### src/rtl/peripheral_biu_master_bridge_pkg.sv
// Shared BIU bus encodings and the burst-type to beat-count helper.
// Both the initiator and responder bridges use burst_len.
package peripheral_biu_pkg;

  localparam int XLEN = 64;
  localparam int PLEN = 64;

  localparam logic [2:0] HBURST_SINGLE = 3'd0;
  localparam logic [2:0] HBURST_INCR   = 3'd1;
  localparam logic [2:0] HBURST_WRAP4  = 3'd2;
  localparam logic [2:0] HBURST_INCR4  = 3'd3;
  localparam logic [2:0] HBURST_WRAP8  = 3'd4;
  localparam logic [2:0] HBURST_INCR8  = 3'd5;
  localparam logic [2:0] HBURST_WRAP16 = 3'd6;
  localparam logic [2:0] HBURST_INCR16 = 3'd7;

  localparam logic [2:0] HSIZE_BYTE  = 3'd0;
  localparam logic [2:0] HSIZE_HWORD = 3'd1;
  localparam logic [2:0] HSIZE_WORD  = 3'd2;
  localparam logic [2:0] HSIZE_DWORD = 3'd3;

  localparam logic [2:0] PROT_INSTRUCTION = 3'b000;
  localparam logic [2:0] PROT_DATA        = 3'b001;
  localparam logic [2:0] PROT_PRIVILEGED  = 3'b010;
  localparam logic [2:0] PROT_BUFFERABLE  = 3'b100;

  function automatic logic [4:0] burst_len(input logic [2:0] btype);
    logic [4:0] len;
    case (btype)
      HBURST_WRAP4,  HBURST_INCR4:  len = 5'd4;
      HBURST_WRAP8,  HBURST_INCR8:  len = 5'd8;
      HBURST_WRAP16, HBURST_INCR16: len = 5'd16;
      default:                      len = 5'd1;
    endcase
    return len;
  endfunction

endpackage

### src/rtl/peripheral_biu_master_bridge_if.sv
// Requester-side memory port plus BIU bus of the initiator bridge.
// master = the bridge, slave = requester/responder environment.
interface peripheral_biu_master_bridge_if;
  import peripheral_biu_pkg::*;

  logic            mem_req_i;
  logic            mem_ready_o;
  logic            mem_we_i;
  logic [PLEN-1:0] mem_addr_i;
  logic [2:0]      mem_size_i;
  logic [2:0]      mem_type_i;
  logic [2:0]      mem_prot_i;
  logic            mem_lock_i;
  logic [XLEN-1:0] mem_wdata_i;
  logic            mem_wdata_ack_o;
  logic [XLEN-1:0] mem_rdata_o;
  logic [PLEN-1:0] mem_raddr_o;
  logic            mem_rvalid_o;
  logic            mem_done_o;
  logic            mem_err_o;

  logic            biu_stb_o;
  logic            biu_stb_ack_i;
  logic            biu_d_ack_i;
  logic [PLEN-1:0] biu_adri_o;
  logic [PLEN-1:0] biu_adro_i;
  logic [2:0]      biu_size_o;
  logic [2:0]      biu_type_o;
  logic [2:0]      biu_prot_o;
  logic            biu_lock_o;
  logic            biu_we_o;
  logic [XLEN-1:0] biu_d_o;
  logic [XLEN-1:0] biu_q_i;
  logic            biu_ack_i;
  logic            biu_err_i;

  modport master (
    input  mem_req_i, mem_we_i, mem_addr_i, mem_size_i, mem_type_i, mem_prot_i,
           mem_lock_i, mem_wdata_i,
    output mem_ready_o, mem_wdata_ack_o, mem_rdata_o, mem_raddr_o, mem_rvalid_o,
           mem_done_o, mem_err_o,
    output biu_stb_o, biu_adri_o, biu_size_o, biu_type_o, biu_prot_o, biu_lock_o,
           biu_we_o, biu_d_o,
    input  biu_stb_ack_i, biu_d_ack_i, biu_adro_i, biu_q_i, biu_ack_i, biu_err_i
  );

  modport slave (
    output mem_req_i, mem_we_i, mem_addr_i, mem_size_i, mem_type_i, mem_prot_i,
           mem_lock_i, mem_wdata_i,
    input  mem_ready_o, mem_wdata_ack_o, mem_rdata_o, mem_raddr_o, mem_rvalid_o,
           mem_done_o, mem_err_o,
    input  biu_stb_o, biu_adri_o, biu_size_o, biu_type_o, biu_prot_o, biu_lock_o,
           biu_we_o, biu_d_o,
    output biu_stb_ack_i, biu_d_ack_i, biu_adro_i, biu_q_i, biu_ack_i, biu_err_i
  );

endinterface

### src/rtl/peripheral_biu_master_bridge.sv
// BIU initiator bridge: turns one memory-style request into a strobed BIU burst
// and returns each acknowledged beat, completion and error to the requester.
module peripheral_biu_master_bridge
  import peripheral_biu_pkg::*;
(
  input  logic                          clk,
  input  logic                          rst,
  peripheral_biu_master_bridge_if.master bus
);

  // state   | meaning
  // IDLE    | ready for a request, bus quiet
  // STB     | strobe held until stb_ack; early beat acks still counted
  // DATA    | counting beat acks until the burst completes
  typedef enum logic [1:0] {ST_IDLE, ST_STB, ST_DATA} state_e;

  state_e          state_q, state_d;
  logic [4:0]      beats_left_q, beats_left_d;
  logic [PLEN-1:0] adri_q, adri_d;
  logic [2:0]      size_q, size_d;
  logic [2:0]      type_q, type_d;
  logic [2:0]      prot_q, prot_d;
  logic            lock_q, lock_d;
  logic            we_q, we_d;
  logic            rvalid_q, rvalid_d;
  logic            done_q, done_d;
  logic            err_q, err_d;
  logic [XLEN-1:0] rdata_q, rdata_d;
  logic [PLEN-1:0] raddr_q, raddr_d;

  logic busy, abort, beat_ack, last_beat;

  assign busy      = (state_q != ST_IDLE);
  assign abort     = busy && bus.biu_err_i;
  assign beat_ack  = busy && bus.biu_ack_i && !bus.biu_err_i && (beats_left_q != 5'd0);
  assign last_beat = beat_ack && (beats_left_q == 5'd1);

  always_ff @(posedge clk or negedge rst) begin
    if (!rst) begin
      state_q      <= ST_IDLE;
      beats_left_q <= '0;
      adri_q       <= '0;
      size_q       <= '0;
      type_q       <= '0;
      prot_q       <= '0;
      lock_q       <= 1'b0;
      we_q         <= 1'b0;
      rvalid_q     <= 1'b0;
      done_q       <= 1'b0;
      err_q        <= 1'b0;
      rdata_q      <= '0;
      raddr_q      <= '0;
    end else begin
      state_q      <= state_d;
      beats_left_q <= beats_left_d;
      adri_q       <= adri_d;
      size_q       <= size_d;
      type_q       <= type_d;
      prot_q       <= prot_d;
      lock_q       <= lock_d;
      we_q         <= we_d;
      rvalid_q     <= rvalid_d;
      done_q       <= done_d;
      err_q        <= err_d;
      rdata_q      <= rdata_d;
      raddr_q      <= raddr_d;
    end
  end

  always_comb begin
    state_d      = state_q;
    beats_left_d = beats_left_q;
    adri_d       = adri_q;
    size_d       = size_q;
    type_d       = type_q;
    prot_d       = prot_q;
    lock_d       = lock_q;
    we_d         = we_q;
    rvalid_d     = 1'b0;
    done_d       = 1'b0;
    err_d        = 1'b0;
    rdata_d      = rdata_q;
    raddr_d      = raddr_q;

    if (beat_ack) begin
      rvalid_d     = 1'b1;
      rdata_d      = bus.biu_q_i;
      raddr_d      = bus.biu_adro_i;
      beats_left_d = beats_left_q - 5'd1;
    end

    case (state_q)
      ST_IDLE: begin
        lock_d = 1'b0;
        if (bus.mem_req_i) begin
          adri_d       = bus.mem_addr_i;
          size_d       = bus.mem_size_i;
          type_d       = bus.mem_type_i;
          prot_d       = bus.mem_prot_i;
          lock_d       = bus.mem_lock_i;
          we_d         = bus.mem_we_i;
          beats_left_d = burst_len(bus.mem_type_i);
          state_d      = ST_STB;
        end
      end
      ST_STB: begin
        if (abort) begin
          done_d       = 1'b1;
          err_d        = 1'b1;
          beats_left_d = '0;
          lock_d       = 1'b0;
          state_d      = ST_IDLE;
        end else if (bus.biu_stb_ack_i) begin
          // All beats may already have been acked while the strobe was pending.
          if (last_beat || beats_left_q == 5'd0) begin
            done_d  = 1'b1;
            lock_d  = 1'b0;
            state_d = ST_IDLE;
          end else begin
            state_d = ST_DATA;
          end
        end
      end
      ST_DATA: begin
        if (abort) begin
          done_d       = 1'b1;
          err_d        = 1'b1;
          beats_left_d = '0;
          lock_d       = 1'b0;
          state_d      = ST_IDLE;
        end else if (last_beat) begin
          done_d  = 1'b1;
          lock_d  = 1'b0;
          state_d = ST_IDLE;
        end
      end
      default: state_d = ST_IDLE;
    endcase
  end

  always_comb begin
    bus.mem_ready_o     = (state_q == ST_IDLE);
    bus.biu_stb_o       = (state_q == ST_STB);
    bus.mem_wdata_ack_o = bus.biu_d_ack_i & we_q & busy;
    bus.biu_d_o         = bus.mem_wdata_i;
    bus.biu_adri_o      = adri_q;
    bus.biu_size_o      = size_q;
    bus.biu_type_o      = type_q;
    bus.biu_prot_o      = prot_q;
    bus.biu_lock_o      = lock_q;
    bus.biu_we_o        = we_q;
    bus.mem_rvalid_o    = rvalid_q;
    bus.mem_rdata_o     = rdata_q;
    bus.mem_raddr_o     = raddr_q;
    bus.mem_done_o      = done_q;
    bus.mem_err_o       = err_q;
  end

endmodule

### src/flat_wrapper.sv
// flat-port wrapper written by rule: the top's interface ports become plain ports
module peripheral_biu_master_bridge_flat import peripheral_biu_pkg::*;
  (clk, rst, bus_mem_req_i, bus_mem_we_i, bus_mem_addr_i, bus_mem_size_i, bus_mem_type_i, bus_mem_prot_i, bus_mem_lock_i, bus_mem_wdata_i, bus_mem_ready_o, bus_mem_wdata_ack_o, bus_mem_rdata_o, bus_mem_raddr_o, bus_mem_rvalid_o, bus_mem_done_o, bus_mem_err_o, bus_biu_stb_o, bus_biu_adri_o, bus_biu_size_o, bus_biu_type_o, bus_biu_prot_o, bus_biu_lock_o, bus_biu_we_o, bus_biu_d_o, bus_biu_stb_ack_i, bus_biu_d_ack_i, bus_biu_adro_i, bus_biu_q_i, bus_biu_ack_i, bus_biu_err_i);
  peripheral_biu_master_bridge_if bus_i ();
  input  logic clk;
  input  logic rst;
  input wire logic [$bits(bus_i.mem_req_i)-1:0] bus_mem_req_i;
  input wire logic [$bits(bus_i.mem_we_i)-1:0] bus_mem_we_i;
  input wire logic [$bits(bus_i.mem_addr_i)-1:0] bus_mem_addr_i;
  input wire logic [$bits(bus_i.mem_size_i)-1:0] bus_mem_size_i;
  input wire logic [$bits(bus_i.mem_type_i)-1:0] bus_mem_type_i;
  input wire logic [$bits(bus_i.mem_prot_i)-1:0] bus_mem_prot_i;
  input wire logic [$bits(bus_i.mem_lock_i)-1:0] bus_mem_lock_i;
  input wire logic [$bits(bus_i.mem_wdata_i)-1:0] bus_mem_wdata_i;
  output wire logic [$bits(bus_i.mem_ready_o)-1:0] bus_mem_ready_o;
  output wire logic [$bits(bus_i.mem_wdata_ack_o)-1:0] bus_mem_wdata_ack_o;
  output wire logic [$bits(bus_i.mem_rdata_o)-1:0] bus_mem_rdata_o;
  output wire logic [$bits(bus_i.mem_raddr_o)-1:0] bus_mem_raddr_o;
  output wire logic [$bits(bus_i.mem_rvalid_o)-1:0] bus_mem_rvalid_o;
  output wire logic [$bits(bus_i.mem_done_o)-1:0] bus_mem_done_o;
  output wire logic [$bits(bus_i.mem_err_o)-1:0] bus_mem_err_o;
  output wire logic [$bits(bus_i.biu_stb_o)-1:0] bus_biu_stb_o;
  output wire logic [$bits(bus_i.biu_adri_o)-1:0] bus_biu_adri_o;
  output wire logic [$bits(bus_i.biu_size_o)-1:0] bus_biu_size_o;
  output wire logic [$bits(bus_i.biu_type_o)-1:0] bus_biu_type_o;
  output wire logic [$bits(bus_i.biu_prot_o)-1:0] bus_biu_prot_o;
  output wire logic [$bits(bus_i.biu_lock_o)-1:0] bus_biu_lock_o;
  output wire logic [$bits(bus_i.biu_we_o)-1:0] bus_biu_we_o;
  output wire logic [$bits(bus_i.biu_d_o)-1:0] bus_biu_d_o;
  input wire logic [$bits(bus_i.biu_stb_ack_i)-1:0] bus_biu_stb_ack_i;
  input wire logic [$bits(bus_i.biu_d_ack_i)-1:0] bus_biu_d_ack_i;
  input wire logic [$bits(bus_i.biu_adro_i)-1:0] bus_biu_adro_i;
  input wire logic [$bits(bus_i.biu_q_i)-1:0] bus_biu_q_i;
  input wire logic [$bits(bus_i.biu_ack_i)-1:0] bus_biu_ack_i;
  input wire logic [$bits(bus_i.biu_err_i)-1:0] bus_biu_err_i;
  assign bus_i.mem_req_i = bus_mem_req_i;
  assign bus_i.mem_we_i = bus_mem_we_i;
  assign bus_i.mem_addr_i = bus_mem_addr_i;
  assign bus_i.mem_size_i = bus_mem_size_i;
  assign bus_i.mem_type_i = bus_mem_type_i;
  assign bus_i.mem_prot_i = bus_mem_prot_i;
  assign bus_i.mem_lock_i = bus_mem_lock_i;
  assign bus_i.mem_wdata_i = bus_mem_wdata_i;
  assign bus_mem_ready_o = bus_i.mem_ready_o;
  assign bus_mem_wdata_ack_o = bus_i.mem_wdata_ack_o;
  assign bus_mem_rdata_o = bus_i.mem_rdata_o;
  assign bus_mem_raddr_o = bus_i.mem_raddr_o;
  assign bus_mem_rvalid_o = bus_i.mem_rvalid_o;
  assign bus_mem_done_o = bus_i.mem_done_o;
  assign bus_mem_err_o = bus_i.mem_err_o;
  assign bus_biu_stb_o = bus_i.biu_stb_o;
  assign bus_biu_adri_o = bus_i.biu_adri_o;
  assign bus_biu_size_o = bus_i.biu_size_o;
  assign bus_biu_type_o = bus_i.biu_type_o;
  assign bus_biu_prot_o = bus_i.biu_prot_o;
  assign bus_biu_lock_o = bus_i.biu_lock_o;
  assign bus_biu_we_o = bus_i.biu_we_o;
  assign bus_biu_d_o = bus_i.biu_d_o;
  assign bus_i.biu_stb_ack_i = bus_biu_stb_ack_i;
  assign bus_i.biu_d_ack_i = bus_biu_d_ack_i;
  assign bus_i.biu_adro_i = bus_biu_adro_i;
  assign bus_i.biu_q_i = bus_biu_q_i;
  assign bus_i.biu_ack_i = bus_biu_ack_i;
  assign bus_i.biu_err_i = bus_biu_err_i;
  peripheral_biu_master_bridge u_core (.clk(clk), .rst(rst), .bus(bus_i));
endmodule
### config.mk
export PLATFORM = sky130hd
export DESIGN_NAME = peripheral_biu_master_bridge_flat
export DESIGN_NICKNAME = d
export VERILOG_FILES = /design/src/rtl/peripheral_biu_master_bridge_pkg.sv /design/src/rtl/peripheral_biu_master_bridge_if.sv /design/src/rtl/peripheral_biu_master_bridge.sv /design/src/flat_wrapper.sv
export SDC_FILE = /design/constraint.sdc
export NUM_CORES = 1
export LEC_CHECK = 0
export CORE_AREA = 10 10 204 206
export CTS_BUF_LIST = sky130_fd_sc_hd__clkbuf_4 sky130_fd_sc_hd__clkbuf_8
export DETAILED_ROUTE_END_ITERATION = 8
export DIE_AREA = 0 0 214 216
export PLACE_DENSITY = 0.55
export SYNTH_ARGS = -nofsm -noshare
export SYNTH_HDL_FRONTEND = slang
export SYNTH_SLANG_ARGS = --single-unit
### constraint.sdc
create_clock -name clk -period 2.6 [get_ports clk]
set_clock_uncertainty 0.05 [all_clocks]
set_input_delay 0.52 -clock clk [delete_from_list [all_inputs] [get_ports clk]]
set_output_delay 0.52 -clock clk [all_outputs]
set_load 0.1 [all_outputs]
==> metrics <==
Die H=216 um; vias after detailed routing=7158; CTS H-tree lvls=2; worst slew pin tran=649 ps; Inserted Diodes=0; most frequent cells in the layout=387 x nand2_1, 218 x buf_4, 213 x dfrtp_1; TritonRoute pass-1 iters=4; Peak Freq=429 MHz; RSZ-0062 raised after global routing=no; Top Ports=547; post-route ant nets=0; TritonCTS clock tree=built; DP Worst Slack=247 ps; Cell Rows=71; Crit Path Max Fanout=7; Final setup viols=0; FF+latch count, synth=213; CTS sink cnt=213; largest net degree at the start of global routing=78; Post-synth EDFFs=0; Yosys cell types=41; Tcrit/Tclk final=89.6%; register area share after synthesis=61.0%; Max Cap Violations=0; CP arrival=1760 ps; Filler cells=3810; Wirelength per Cell=18.0 um; Top Usage Layer GRT=met2; vias in the first global route=7731; shortest period the worst path allows=2330 ps; clock latency on the worst-skew pair=550 ps; layout overhead on the synthesized area=55.2%; Worst Setup Slack, final=269 ps; total gr overflow=0; IO Port Bufs=418; syn avg cell area=10.4 um2; run status=finished clean; clock root buffer=clkbuf_8; total wire length=31.6 mm; Global Route met1 Usage=14.7%; initial antenna violation count=2; die area=0.0462 mm2; CP endpoint kind=output pin; Post-Syn Nets=1118; initial detailed-routing violation count=333; Top FF cell, synth=dfrtp_1; nets=1501; GP Congestion=0.809; TNS Setup=0 ps; first-pass GRT wire length=48.2 mm; asr flop ratio synth=100%; Syn Inst Count=837; mapped cell area=0.00873 mm2; M2 GR Usage=20.9%; share of cells above drive strength 1=30.8%; Worst EP required=2030 ps; final hold vios=0; dpl cells=1687; Initial Util=23.4%; PostCTS Resize Cnt=0; Clk pin slew, worst setup/hold paths=50 ps; dpl hpwl=23.9 mm; via/cell ratio=4.07; max-slew violations=0; CORE AREA=0.0374 mm2; met3 Resource Use GR=7.40%; area leader, netlist=dfrtp_1; die width=214 um; Worst Hold Class=register to register; Max Buffers Root-to-Sink=3; GRT Overall Usage=13.3%; Crit Path Category=register to output pin; largest cells by area after synthesis=dfrtp_1 61%, nand2_1 17%, mux2_2 9.4%; fin cells=1758; most common cell after layout, fill and taps aside=nand2_1; Slew HR=56.8%; YS warnings=0; share of the synthesized area in the top cell type=61.0%; DRC=0; TritonCTS Buffers=41; Critical Path Start Type=register
-- state kept, by name, summed over array words and instances, names as in the netlist --
register and count:
u_core.state_q 2, u_core.bus.biu_we_o 1, u_core.bus.biu_type_o 3, u_core.bus.mem_done_o 1
u_core.bus.biu_adri_o 64, u_core.bus.biu_prot_o 3, u_core.bus.biu_size_o 3, u_core.bus.mem_rvalid_o 1
u_core.bus.mem_err_o 1, u_core.bus.mem_rdata_o 64, u_core.bus.mem_raddr_o 64, u_core.beats_left_q 5
u_core.bus.biu_lock_o 1
-- per-stage QoR --
stage	cell area, um2	util (%)	hold WS, ps
3_3_place_gp	12700	34.0	408
6_report	13600	36.3	422
5_1_grt	13600	36.3	386
2_1_floorplan	8740	-	174
3_5_place_dp	12700	34.0	413
4_1_cts	13600	36.3	361
-- worst max-delay path, cell delays in order, from the launching register on --
cell	delay, ps
dfrtp_1	390
inv_1	80
ha_1	210
buf_4	170
nor2_2	160
buf_12	190
-- path summary, 6_finish.rpt --
path | cells after the start | startpoint | slack, ps | endpoint
max in group asynchronous | 3 | rst | 1330 | u_core.bus.biu_adri_o[15]
setup / recovery | 5 | u_core.state_q[0] | 270 | bus_mem_wdata_ack_o
hold / removal | 2 | u_core.bus.mem_raddr_o[11] | 420 | u_core.bus.mem_raddr_o[11]
min in group asynchronous | 2 | rst | 510 | u_core.bus.biu_adri_o[51]
hold reg to reg | 2 | u_core.bus.mem_raddr_o[11] | 420 | u_core.bus.mem_raddr_o[11]
setup reg to reg | 10 | u_core.state_q[0] | 390 | u_core.bus.mem_rdata_o[38]
-- logic make-up (layout without fill, tap and decap cells) --
kind of cell	after synthesis	in the layout	share of synthesized area [%]
AO/OA/AOI/OAI	19	19	1.56
adder cells (fa/ha/maj)	7	7	1.00
multiplexers	75	75	9.70
AND/OR/NAND/NOR	411	411	18.6
buffers and inverters	109	519	7.84
XOR/XNOR	3	3	0.301
flip-flops	213	213	61.0
-- timing repair --
action | 4_1_cts | 5_1_grt
setup buffers | 0 | 0
endpoints found under the hold margin | 65 | 0
hold buffers | 1 | 0
-- synthesized netlist by cell type (all sizes together), types with 2 or more instances --
library cell  count
nand2           389
dfrtp           213
buf              96
mux2             74
inv               9
ha                7
nor2              6
o21ai             5
clkbuf            4
o22ai             3
nand3             2
nor2b             2
nor3b             2
or4b              2
xor2              2
-- per-layer routing --
layer	up-vias	part of all wire, %
met5	-	0
met4	0	3.2
met3	74	12
li1	3349	-
met1	3367	39
met2	368	46
-- area by class of cell --
| class | count | area [um2] | share of cell area [%] |
|---|---|---|---|
| multi-input cells | 515 | 2730 | 20.2 |
| clock buffers | 65 | 782 | 5.77 |
| flip-flops and latches | 213 | 5330 | 39.3 |
| well taps | 511 | 639 | 4.72 |
| inverters | 9 | 36.3 | 0.268 |
| repair buffers | 440 | 3980 | 29.4 |
| clock inverters | 5 | 52.6 | 0.388 |
Power is left out: the tool's default activity adds up to more than one toggle a clock period on the data nets, which glitch-free logic cannot reach.
